--- src/rtl/mem_stage.sv ---
// mem_stage: RV32I memory stage issuing loads/stores over a req/resp port and registering the MEM/WB record.
// Ports:
//   clk, rst                     clock and synchronous active-high reset
//   in_*                         EX/MEM pipeline register contents
//   dmem_read/write/addr/wmask/wdata  data-memory request, held stable while BUSY
//   dmem_rdata, dmem_resp        data-memory response (resp is a one-cycle pulse)
//   stall                        combinational freeze of EX/MEM and upstream
//   wb_*                         registered write-back record
module mem_stage #(
    parameter int XLEN = 32,
    parameter int REGW = 5
) (
    input  logic            clk,
    input  logic            rst,
    input  logic            in_valid,
    input  logic            in_mem_read,
    input  logic            in_mem_write,
    input  logic [2:0]      in_funct3,
    input  logic [XLEN-1:0] in_alu_result,
    input  logic [XLEN-1:0] in_store_data,
    input  logic [REGW-1:0] in_rd,
    input  logic            in_rd_wen,
    output logic            dmem_read,
    output logic            dmem_write,
    output logic [XLEN-1:0] dmem_addr,
    output logic [3:0]      dmem_wmask,
    output logic [XLEN-1:0] dmem_wdata,
    input  logic [XLEN-1:0] dmem_rdata,
    input  logic            dmem_resp,
    output logic            stall,
    output logic            wb_valid,
    output logic [REGW-1:0] wb_rd,
    output logic            wb_wen,
    output logic [XLEN-1:0] wb_data,
    output logic            wb_misaligned
);
    typedef enum logic {IDLE, BUSY} state_t;
    state_t state_q, state_d;
    logic rd_q, rd_d, wr_q, wr_d, wen_q, wen_d;
    logic [XLEN-1:0] addr_q, addr_d, wdata_q, wdata_d;
    logic [3:0] mask_q, mask_d;
    logic [2:0] f3_q, f3_d;
    logic [REGW-1:0] rdi_q, rdi_d;
    logic wb_valid_q, wb_valid_d, wb_wen_q, wb_wen_d, wb_mis_q, wb_mis_d;
    logic [REGW-1:0] wb_rd_q, wb_rd_d;
    logic [XLEN-1:0] wb_data_q, wb_data_d;
    logic is_mem, byte_sz, half_sz, misal;
    logic [1:0] off;
    logic [3:0] smask;
    logic [XLEN-1:0] sdata, lane, ld_data;
    // funct3[1:0]: 00 byte, 01 half, anything else is word-sized
    assign is_mem  = in_valid & (in_mem_read | in_mem_write);
    assign off     = in_alu_result[1:0];
    assign byte_sz = in_funct3[1:0] == 2'b00;
    assign half_sz = in_funct3[1:0] == 2'b01;
    assign misal   = half_sz ? off[0] : !byte_sz && off != 2'b00;
    assign smask   = byte_sz ? 4'b0001 << off : half_sz ? 4'b0011 << off : 4'b1111;
    assign sdata   = byte_sz ? {4{in_store_data[7:0]}} : half_sz ? {2{in_store_data[15:0]}} : in_store_data;
    // funct3[2] set means unsigned load
    assign lane    = dmem_rdata >> {addr_q[1:0], 3'b000};
    assign ld_data = f3_q[1:0] == 2'b00 ? {{24{~f3_q[2] & lane[7]}}, lane[7:0]} :
                     f3_q[1:0] == 2'b01 ? {{16{~f3_q[2] & lane[15]}}, lane[15:0]} : dmem_rdata;
    always_comb begin
        state_d    = state_q;
        rd_d       = rd_q;
        wr_d       = wr_q;
        addr_d     = addr_q;
        mask_d     = mask_q;
        wdata_d    = wdata_q;
        f3_d       = f3_q;
        rdi_d      = rdi_q;
        wen_d      = wen_q;
        wb_valid_d = 1'b0;
        wb_rd_d    = wb_rd_q;
        wb_wen_d   = wb_wen_q;
        wb_data_d  = wb_data_q;
        wb_mis_d   = wb_mis_q;
        stall      = 1'b0;
        if (state_q == IDLE) begin
            if (is_mem && !misal) begin
                stall   = 1'b1;
                state_d = BUSY;
                // read wins if both flags are set so read/write never overlap
                rd_d    = in_mem_read;
                wr_d    = !in_mem_read;
                addr_d  = in_alu_result;
                mask_d  = in_mem_read ? 4'b0000 : smask;
                wdata_d = in_mem_read ? '0 : sdata;
                f3_d    = in_funct3;
                rdi_d   = in_rd;
                wen_d   = in_rd_wen & in_mem_read;
            end else if (in_valid) begin
                wb_valid_d = 1'b1;
                wb_rd_d    = in_rd;
                wb_wen_d   = in_rd_wen & !is_mem;
                wb_data_d  = in_alu_result;
                wb_mis_d   = is_mem;
            end
        end else begin
            stall = !dmem_resp;
            if (dmem_resp) begin
                state_d    = IDLE;
                rd_d       = 1'b0;
                wr_d       = 1'b0;
                addr_d     = '0;
                mask_d     = 4'b0000;
                wdata_d    = '0;
                wb_valid_d = 1'b1;
                wb_rd_d    = rdi_q;
                wb_wen_d   = wen_q;
                wb_data_d  = rd_q ? ld_data : addr_q;
                wb_mis_d   = 1'b0;
            end
        end
    end
    always_ff @(posedge clk) begin
        if (rst) begin
            state_q    <= IDLE;
            rd_q       <= 1'b0;
            wr_q       <= 1'b0;
            addr_q     <= '0;
            mask_q     <= 4'b0000;
            wdata_q    <= '0;
            f3_q       <= 3'b000;
            rdi_q      <= '0;
            wen_q      <= 1'b0;
            wb_valid_q <= 1'b0;
            wb_rd_q    <= '0;
            wb_wen_q   <= 1'b0;
            wb_data_q  <= '0;
            wb_mis_q   <= 1'b0;
        end else begin
            state_q    <= state_d;
            rd_q       <= rd_d;
            wr_q       <= wr_d;
            addr_q     <= addr_d;
            mask_q     <= mask_d;
            wdata_q    <= wdata_d;
            f3_q       <= f3_d;
            rdi_q      <= rdi_d;
            wen_q      <= wen_d;
            wb_valid_q <= wb_valid_d;
            wb_rd_q    <= wb_rd_d;
            wb_wen_q   <= wb_wen_d;
            wb_data_q  <= wb_data_d;
            wb_mis_q   <= wb_mis_d;
        end
    end
    assign dmem_read     = rd_q;
    assign dmem_write    = wr_q;
    assign dmem_addr     = {addr_q[XLEN-1:2], 2'b00};
    assign dmem_wmask    = mask_q;
    assign dmem_wdata    = wdata_q;
    assign wb_valid      = wb_valid_q;
    assign wb_rd         = wb_rd_q;
    assign wb_wen        = wb_wen_q;
    assign wb_data       = wb_data_q;
    assign wb_misaligned = wb_mis_q;
endmodule

--- config.mk ---
export PLATFORM = sky130hd
export DESIGN_NAME = mem_stage
export DESIGN_NICKNAME = d
export VERILOG_FILES = /design/src/rtl/mem_stage.sv
export SDC_FILE = /design/constraint.sdc
export NUM_CORES = 1
export LEC_CHECK = 0
export BUFFER_PORTS_ARGS = -buffer_cell sky130_fd_sc_hd__clkbuf_2
export CORE_ASPECT_RATIO = 1.5
export CORE_MARGIN = 10
export CORE_UTILIZATION = 50
export CTS_CLUSTER_DIAMETER = 40
export DETAILED_ROUTE_END_ITERATION = 16
export PLACE_DENSITY = 0.81
export REMOVE_ABC_BUFFERS = 1
export SYNTH_ARGS = -nofsm -noshare
export SYNTH_HDL_FRONTEND = slang
export SYNTH_SLANG_ARGS = --single-unit
--- constraint.sdc ---
create_clock -name clk -period 2.32 [get_ports clk]
set_input_delay 0.116 -clock clk [delete_from_list [all_inputs] [get_ports clk]]
set_output_delay 0.116 -clock clk [all_outputs]
set_load 0.1 [all_outputs]
=== Yosys cells after proc, flatten, opt, wreduce, memory -nomap -nowiden ===
Index checks and enable logic that the tools add are counted.

* Flip-flop bits (word level): 120
* Input port bits: 111
* Output and inout bits: 111
* Word-level logic and storage cells: 90

* Equality and inequality tests: 4
* Shift-type cells: 3
* Multiplexer cells: 46
* Bitwise logic cells: 8
* Reductions and logical operators: 15

{| class="wikitable"
|+ Operator list
! operator !! number
|-
| $mux 32 || 15
|-
| $shr 32x5->16 || 1
|-
| $mux 4 || 6
|-
| $mux 1 || 21
|-
| $mux 5 || 4
|-
| $reduce_bool 2->1 || 3
|-
| $and 1x1->1 || 5
|-
| $logic_not 1->1 || 5
|-
| $eq 2x1->1 const B || 2
|-
| $logic_not 2->1 || 2
|-
| $ne 2x2->1 const B || 2
|-
| $reduce_and 2->1 || 2
|-
| $shl 1x2->4 const A || 1
|-
| $shl 2x2->4 const A || 1
|-
| $reduce_and 3->1 || 1
|-
| $logic_and 1x1->1 || 2
|-
| $not 1->1 || 2
|-
| $or 1x1->1 || 1
|}

=== Longest topological paths before layout ===
Gate-level depths: netlist of the first run.

* Depth after elaboration: 8
* Gate-level depth with buffers: 9
* Mapped depth without buffers: 7

=== Worst setup path after synthesis of the first run ===
Ideal clock, no wire load.

* Kind: reg2reg
* From: reg state_q
* To: reg state_q
* Setup time: 0.075 ns
* Data arrival time: 2.994 ns
* Data required time: 2.245 ns
* Slack: -0.748 ns
* Stages on the path, launching flop included: 5
* Buffers on the path: 1
* Period minus slack after synthesis: 3.068 ns
* Path through: dfxtp_1 -> buf_2 -> inv_1 -> o21ai_0 -> nor2b_1

* Cells in the longest elaborated chain, start to end: 1

{| class="wikitable"
|+ Ends and longest elaborated chain
! what !! line !! source
|-
| start, declared || 38 || <nowiki>state_t state_q, state_d;</nowiki>
|-
| start signal, assigned || 133 || <nowiki>state_q <= state_d;</nowiki>
|-
| $mux 1 || 79 || <nowiki>if (state_q == IDLE) begin</nowiki>
|}

No other way between the ends.
A chain may end at the register's enable or synchronous reset.

=== Worst setup path in the final report of the first run ===
* From: reg state_q
* To: out stall

* Cells in the longest elaborated chain, start to end: 1

{| class="wikitable"
|+ Ends and longest elaborated chain
! what !! line !! source
|-
| $mux 1 || 79 ||
|-
| end, declared || 30 || <nowiki>output logic stall,</nowiki>
|}

No other way between the ends.

==> metrics.txt, run 1 <==
DR iter-0 viols between 300 and 400; P per Cell Area approximately 840 mW/mm^2; Core Area 0.0116 sq mm; Clock Skews 0.0102 ns; Required @ worst endpoint 2.20 ns; r2r startpoint addr_q[0]; nets 1027; die height 154 microns; vias in the first global route 6175; worst path cell trace and2b_1 > nand4_1 > buf_4 > o21ai_0 > buf_12; Avg Inst Size Synth 8.65 sq um; commonest non-fill, non-tap cells in the layout 217 x clkbuf_2, 120 x dfxtp_1, 59 x a21oi_1; Yosys reg bits 120; crit-path max FO 25; antenna violations before repair 1; Critical path buffers and inverters 2; status finished, final reports clean; unrepaired setup endpoints after global routing no; Power Total 0.00685 W; CTS root buffer clkbuf_16; share of cells above drive strength 1 32.3%; largest net degree at the start of global routing 68; worst path arrival time 1.95 ns; synth unique cells 61; Total GRT Usage 23.8%; global-route wire length before repair between 30 and 40 mm; most common cell after layout, fill and taps aside clkbuf_2; Row Count 48; max-slew violations 0; GRT Residual Overflow 0; DR WL/cell 19.3 microns; number of hold violations in the final report 0; Routed WL 20.7 mm; number of buffers created by CTS 17; Die Wd 109 microns; Synth Cell Area 0.00598 sq mm; peak supply drop approximately 0.51 mV; clk_lat worst skew 0.41 ns; crit start category flop; worst slew pin tran 0.768 ns; Final WS setup ~0.26 ns; # port buffers 219; Worst setup startpoint state_q; crit path kind flop to output pin; Hold Crit Start in_store_data[22]; Top delay family on crit path buffers and inverters; EDFF count, synth 0; ranking of synthesized cells by area dfxtp_1 40%, a22o_1 5.7%, mux2i_1 5.7%; final count of negative-setup-slack endpoints 0; post-detail-place hpwl about 15 mm; worst slack, placed between 0.2 and 0.3 ns; gpl congestion between 0.8 and 0.9; leakage around 3.6 nW; overall via count from detail_route 6112; worst stage delay on the critical path 0.35 ns; Tcrit/Tclk final 89.0%; relative max-transition margin approximately half; Max Cap Viol 0; f_max 484 MHz; die area 0.0168 sq mm; Routed Antenna Nets 0; Worst-path clk slew 0.06 ns; ys flop type dfxtp_1; CTS tree done; TNS Setup 0 ns; Async S/R FF share, synth 0%; Synth top area share around two fifths; Clock H-tree levels 4; Pre-Repair DR Iteration Count 6; minimum clock period a little over 2 ns; area delta synth->final 35.6%; worst min path class input pin to flop; slowest CP cell dfxtp_1; I/O pins 222; fill cell count about 900; Post-Syn Instances 692; # DRC 0; YS warnings 0; # clock sinks 120; biggest area consumer among synthesized cells dfxtp_1; element type at the critical path end output pin; cts repair resizes 0; register area share after synthesis 40.1%; Starting Density 51.6%; vias per inst 5.68; CTS Buffer Depth 2
-- per-layer routing --
| layer | up-vias | wire [microns] | share of wire (%) | GRT usage (%) |
|---|---|---|---|---|
| li1 | 2940 | - | - | - |
| met1 | 2865 | 7900 | 38 | 26.2 |
| met2 | 272 | 10300 | 50 | 40.1 |
| met3 | 35 | 1980 | 9.6 | 8.70 |
| met4 | 0 | 569 | 2.7 | 9.33 |
| met5 | - | 0 | 0 | 0 |
-- area by class of cell --
| type | instances | area, sq um | share of cell area (%) |
|---|---|---|---|
| Multi-Input combinational cell | 457 | 2980 | 36.7 |
| Sequential cell | 120 | 2400 | 29.6 |
| Timing Repair Buffer | 289 | 1800 | 22.1 |
| Clock buffer | 19 | 453 | 5.58 |
| Clock inverter | 13 | 193 | 2.37 |
| Tap cell | 150 | 188 | 2.31 |
| Inverter | 27 | 101 | 1.25 |
| Antenna cell | 1 | 2.50 | 0.0308 |
-- state kept, by name, indices dropped and copies added (netlist names) --
name,count
addr_q,32
dmem_read,1
dmem_wdata,32
dmem_wmask,4
dmem_write,1
f3_q,3
rdi_q,5
state_q,1
wb_data,32
wb_misaligned,1
wb_rd,5
wb_valid,1
wb_wen,1
wen_q,1
-- path summary, 6_finish.rpt --
check | endpoint | cells past startpoint | slack [ns]
worst max-delay path | stall | 5 | 0.26
worst min-delay path | dmem_wdata[22] | 3 | 0.02
worst max register to register | wb_data[11] | 5 | 0.27
worst min register to register | wb_data[0] | 2 | 0.45
-- worst min-delay path, cell delays in order --
cell and delay, ns:
clkbuf_2 0.07, mux2i_1 0.05, o21ai_0 0.15
-- power breakdown --
group | internal [W] | switching, W
Combinational | 0.000423 | 0.00130
Clock | 0.00187 | 0.000996
Sequential | 0.00218 | 0.0000841
-- what timing repair did --
item                                   4_1_cts  5_1_grt
hold buffers                                48        0
endpoints found under the hold margin       48        0
buffers inserted                             0        0
-- kinds of logic (layout without fill, tap and decap cells) --
| group | count (synthesis) | in the layout | share of synthesized area, % |
|---|---|---|---|
| AOI/OAI and AO/OA | 247 | 247 | 28.2 |
| DFF | 120 | 120 | 40.1 |
| adders and majority gates | 4 | 4 | 0.836 |
| buffers and inverters | 116 | 348 | 10.2 |
| and+or+nand+nor | 164 | 164 | 13.6 |
| muxes | 40 | 40 | 7.00 |
| other | 1 | 3 | 0.0627 |
-- per-stage QoR --
step / utilization (%) / cells / area, sq um / hold slack (ns)
2_1_floorplan: - / 604 / 5480 / 0.181
3_3_place_gp: 60.3 / 995 / 6990 / 0.342
3_5_place_dp: 60.3 / 995 / 6990 / 0.347
4_1_cts: 70.0 / 1075 / 8120 / 0.00202
5_1_grt: 70.0 / 1076 / 8120 / 0.0380
6_report: 70.0 / 1076 / 8120 / 0.0157
-- cells in the mapped netlist (all sizes together) (4+ instances only) --
cell	number
a211oi	8
a21o	5
a21oi	60
a222oi	4
a22o	39
a31oi	20
buf	61
clkbuf	28
dfxtp	120
ha	4
inv	27
mux2	5
mux2i	34
nand2	45
nand2b	9
nand3	11
nand3b	13
nor2	49
nor2b	5
nor3	6
o211ai	4
o21a	4
o21ai	49
o221ai	6
o22ai	19
o31ai	10
or3	8
No activity file was read; power rests on OpenSTA's default activity.
==> inputs of run 2 (changes only) <==
--- a/config.mk
+++ b/config.mk
@@ -12,7 +12,6 @@
 export CTS_CLUSTER_DIAMETER = 40
 export DETAILED_ROUTE_END_ITERATION = 16
 export PLACE_DENSITY = 0.81
-export REMOVE_ABC_BUFFERS = 1
 export SYNTH_ARGS = -nofsm -noshare
 export SYNTH_HDL_FRONTEND = slang
 export SYNTH_SLANG_ARGS = --single-unit
==> run 2 against run 1 <==
  * Clock-buffer cell count fell by 2
  * Combinational power hardly changed
  * Flip-flop and latch count unchanged
  * Clock power down 7.7%
  * Sequential share of layout area about the same
  * Routed wire length rose by 2.4%
==> metrics.txt, run 2 (same netlist as run 1, synthesis figures left out) <==
Area after DPL ~0.007 sq mm; Worst Reg-to-Reg Cells 5; overall via count from detail_route 6263; fill cell count about 930; status finished, final reports clean; element type at the critical path end flop; I/O pins 222; r2r startpoint addr_q[0]; final count of negative-setup-slack endpoints 0; Routed WL 21.2 mm; # clock sinks 120; Worst Hold End dmem_wdata[23]; Die Wd 109 microns; peak supply drop 0.563 mV; hold path cells 3; minimum clock period 2.07 ns; worst path arrival time between 2 and 2.5 ns; design area 0.00811 sq mm; Starting Density about half; share of cells above drive strength 1 32.5%; GRT Residual Overflow 0; DR WL/cell slightly below 20 microns; worst min path class input pin to flop; leakage 3.60 nW; worst r2r dst wb_data[11]; register area 0.00240 sq mm; Routed Antenna Nets 0; CTS Buffer Depth 2; relative max-transition margin 48.9%; crit start category flop; worst slew pin tran about 0.76 ns; unrepaired setup endpoints after global routing no; Clock H-tree levels 4; number of buffers created by CTS 17; nets between 1000 and 1500; # port buffers 219; Hold Crit Start in_store_data[23]; Tcrit/Tclk final around nine tenths; DR iter-0 viols 407; CTS tree done; Worst-path clk slew 0.06 ns; gpl congestion 0.876; most common cell after layout, fill and taps aside clkbuf_2; Setup Buffers After CTS 0; worst stage delay on the critical path 0.65 ns; die area roughly 0.017 sq mm; f_max 484 MHz; Worst R2R Setup Slack 0.25 ns; vias per inst roughly 5.8; die height 154 microns; Top delay family on crit path compound AO/OA/AOI/OAI gates; antenna violations before repair 1; # DRC 0; crit path kind flop to flop; Clock Skews about 0.005 ns; Required @ worst endpoint 2.66 ns; Total GRT Usage 24.7%; Row Count 48; worst path cell trace inv_1 > nor4_1 > a222oi_1 > a21o_1 > a21oi_1; slowest CP cell nor4_1; Power Total 0.00665 W; area delta synth->final 35.5%; CTS root buffer clkbuf_16; Critical path buffers and inverters 1; largest net degree at the start of global routing 48; vias in the first global route ~6400; Core Area about 0.012 sq mm; commonest non-fill, non-tap cells in the layout 217 x clkbuf_2, 120 x dfxtp_1, 59 x a21oi_1; worst slack, placed 0.331 ns; number of hold violations in the final report 0; max-slew violations 0; post-detail-place hpwl 15.4 mm; Pre-Repair DR Iteration Count 7; area of the multi-input gates roughly 0.003 sq mm; Final WS setup 0.253 ns; TNS Setup 0 ns; clk_lat worst skew 0.41 ns; global-route wire length before repair 33.1 mm; crit-path max FO 11; Max Cap Viol 0; P per Cell Area 821 mW/mm^2
==> run 2: cell type report <==
type	count	share of cell area (%)
multi-input combinational	457	36.8
sequential	120	29.6
timing repair buffer	294	22.7
clock buffer	17	5.25
tap	150	2.32
clock inverter	15	2.05
inverter	27	1.25
antenna	1	0.0309
==> run 2: per-layer routing <==
metal  share of wire, %  vias up  global-route usage (%)
li1                   -     2944                       -
met1                 36     2932                    26.1
met2                 50      327                    42.0
met3                 10       60                    8.66
met4                4.0        0                    11.8
met5                  0        -                       0
==> run 2: how the worst max path moves through the flow <==
stage	from	end	slack, ns	cells past startpoint
3_5_place_dp	addr_q[0]	wb_data[11]	0.33	5
5_1_grt	addr_q[0]	wb_data[9]	0.14	5
6_report	addr_q[0]	wb_data[11]	0.25	5
3_3_place_gp	addr_q[0]	wb_data[8]	0.35	5
2_1_floorplan	state_q	state_q	0.06	4
4_1_cts	addr_q[1]	wb_data[8]	0.34	6
==> run 2: stage by stage <==
step                util, %  hold WS (ns)  instances
finish                 69.9        0.0203       1081
global route           69.9        0.0135       1081
CTS                    69.9      0.000435       1080
detailed placement     60.5         0.347        998
global placement       60.5         0.343        998
floorplan                 -         0.242        693
==> run 2: timing repair <==
item                                   4_1_cts  5_1_grt
hold buffers                                50        0
endpoints found under the hold margin       53        0
resized for setup                            0        0
==> run 2: where the power goes <==
group	switching, W	leakage [nW]	internal [W]
registers	0.0000819	0.979	0.00218
logic	0.00132	2.34	0.000432
clock network	0.00104	0.282	0.00160
total	0.00243	3.60	0.00422
==> run 2: worst register-to-register path, cell delays in order, from the launching register on <==
cell      delay [ns]
dfxtp_1         0.53
inv_1           0.16
nor4_1          0.65
a222oi_1        0.29
a21o_1          0.25
a21oi_1         0.13
==> inputs of run 3 (changes only) <==
--- a/config.mk
+++ b/config.mk
@@ -12,6 +12,7 @@
 export CTS_CLUSTER_DIAMETER = 40
 export DETAILED_ROUTE_END_ITERATION = 16
 export PLACE_DENSITY = 0.81
+export REMOVE_ABC_BUFFERS = 1
 export SYNTH_ARGS = -nofsm -noshare
 export SYNTH_HDL_FRONTEND = slang
 export SYNTH_SLANG_ARGS = --single-unit
==> constraint.sdc (replaced) <==
create_clock -name clk -period 2.25 [get_ports clk]
set_input_delay 0.1125 -clock clk [delete_from_list [all_inputs] [get_ports clk]]
set_output_delay 0.1125 -clock clk [all_outputs]
set_load 0.1 [all_outputs]
==> run 3 against run 2 <==
  * First-iteration DRC count decreased by 12%
  * Global-route usage is 0.19 points higher
  * Core utilization up 0.13 points
  * Hold slack worse by 0.014 ns
  * Clock-buffer cell count grew 2
  * Critical endpoint is now wb_data[8]
  * Clock skew up 0.0053 ns
  * Largest power group unchanged
  * Flip-flop and latch count unchanged
  * Critical path type unchanged
  * Die area unchanged
==> metrics.txt, run 3 (same netlist as run 1, synthesis figures left out) <==
Clock H-tree levels 4; Max Cap Viol 0; Clock Skews 0.0104 ns; area delta synth->final 35.7%; worst path arrival time approximately 2.5 ns; commonest non-fill, non-tap cells in the layout 217 x clkbuf_2, 120 x dfxtp_1, 59 x a21oi_1; worst stage delay on the critical path between 0.7 and 0.8 ns; peak supply drop 0.545 mV; Seq pwr share roughly 34%; CTS root buffer clkbuf_16; CTS Buffer Depth 2; vias in the first global route between 6000 and 7000; element type at the critical path end flop; max-slew violations 0; Core Area 0.0116 sq mm; die area ~0.017 sq mm; global-route wire length before repair 33.5 mm; worst slew pin tran 0.809 ns; clk_lat worst skew 0.41 ns; Tcrit/Tclk final 94.1%; Clk pwr share 40.8%; # port buffers 219; relative max-transition margin a little under half; Logic pwr share 25.7%; f_max ~470 MHz; minimum clock period approximately 2.1 ns; Final WS setup 0.133 ns; # DRC 0; final count of negative-setup-slack endpoints 0; antenna violations before repair 1; Total GRT Usage between 20% and 30%; post-detail-place hpwl between 15 and 20 mm; Row Count 48; DR WL/cell 19.8 microns; vias per inst 5.74; number of buffers created by CTS 17; gpl congestion approximately 0.95; slowest CP cell nor4_1; Die Wd 109 microns; largest net degree at the start of global routing 34; Switching Fraction 35.4%; Pre-Repair DR Iteration Count 5; worst path cell trace inv_1 > nor4_1 > a222oi_1 > a21o_1 > a21oi_1; TNS Setup 0 ns; crit start category flop; I/O pins 222; CTS tree done; worst slack, placed 0.236 ns; Routed WL 21.4 mm; most common cell after layout, fill and taps aside clkbuf_2; nets roughly 1000; die height 154 microns; share of cells above drive strength 1 about a third; Required @ worst endpoint 2.59 ns; Sw Pwr approximately 0.0025 W; crit-path max FO 13; DR iter-0 viols 357; number of hold violations in the final report 0; worst min path class input pin to flop; unrepaired setup endpoints after global routing no; Worst-path clk slew 0.06 ns; GRT Residual Overflow 0; P per Cell Area 858 mW/mm^2; status finished, final reports clean; overall via count from detail_route 6209; fill cell count 935; Routed Antenna Nets 0; Starting Density 51.6%; internal cell power 0.00450 W; # clock sinks 120; crit path kind flop to flop; Setup Buffers After CTS 0; leakage 3.60 nW
run 3: worst max-delay path, delay by kind of cell, from the launching register on:
kind	cells	cell delay, ns
buf+inv	1	0.16
compound gates	3	0.63
flops	1	0.56
simple gates	1	0.71
run 3: per-layer routing:
layer	vias up	global-route usage (%)	routed length, microns
met2	311	41.5	10500
met1	2894	27.3	7920
met5	-	0	0
met4	0	10.3	658
met3	48	9.33	2300
li1	2956	-	-
run 3: cell type report:
type / count / area [sq um] / area share (%)
Antenna cell: 1 / 2.50 / 0.0308
Clock buffer: 19 / 453 / 5.58
Clock inverter: 13 / 171 / 2.11
Inverter: 27 / 101 / 1.25
Multi-Input combinational cell: 457 / 2980 / 36.7
Sequential cell: 120 / 2400 / 29.6
Tap cell: 150 / 188 / 2.31
Timing Repair Buffer: 295 / 1820 / 22.4
run 3: final timing paths:
path / startpoint / to / slack [ns] / cells past startpoint
max: addr_q[0] / wb_data[8] / 0.13 / 5
min: in_store_data[12] / dmem_wdata[12] / 0.007 / 3
max reg2reg: addr_q[0] / wb_data[8] / 0.13 / 5
min reg2reg: wb_data[2] / wb_data[2] / 0.45 / 2
run 3: power by group through the flow:
stage	logic (W)	registers [W]	clock network (W)
final	0.00179	0.00233	0.00284
after global routing	0.00188	0.00235	0.00296
after CTS	0.00179	0.00233	0.00286
after detailed placement	0.00171	0.00238	0
after global placement	0.00170	0.00237	0
after floorplan	0.000418	0.00319	0
run 3: timing repair:
action                                 CTS  global route
endpoints found under the hold margin   51             0
hold buffers                            50             0
gates resized for setup                  0             0
run 3: metrics by stage:
step | utilization (%) | cell area, sq um | hold slack (ns) | power (W) | std cells
detailed placement | 60.3 | 6990 | 0.342 | 0.00409 | 999
CTS | 70.0 | 8120 | 0.00167 | 0.00698 | 1081
floorplan | - | 5480 | 0.177 | 0.00361 | 604
finish | 70.1 | 8120 | 0.00674 | 0.00697 | 1082
global route | 70.1 | 8120 | 0.0132 | 0.00720 | 1082
global placement | 60.3 | 6990 | 0.339 | 0.00407 | 999
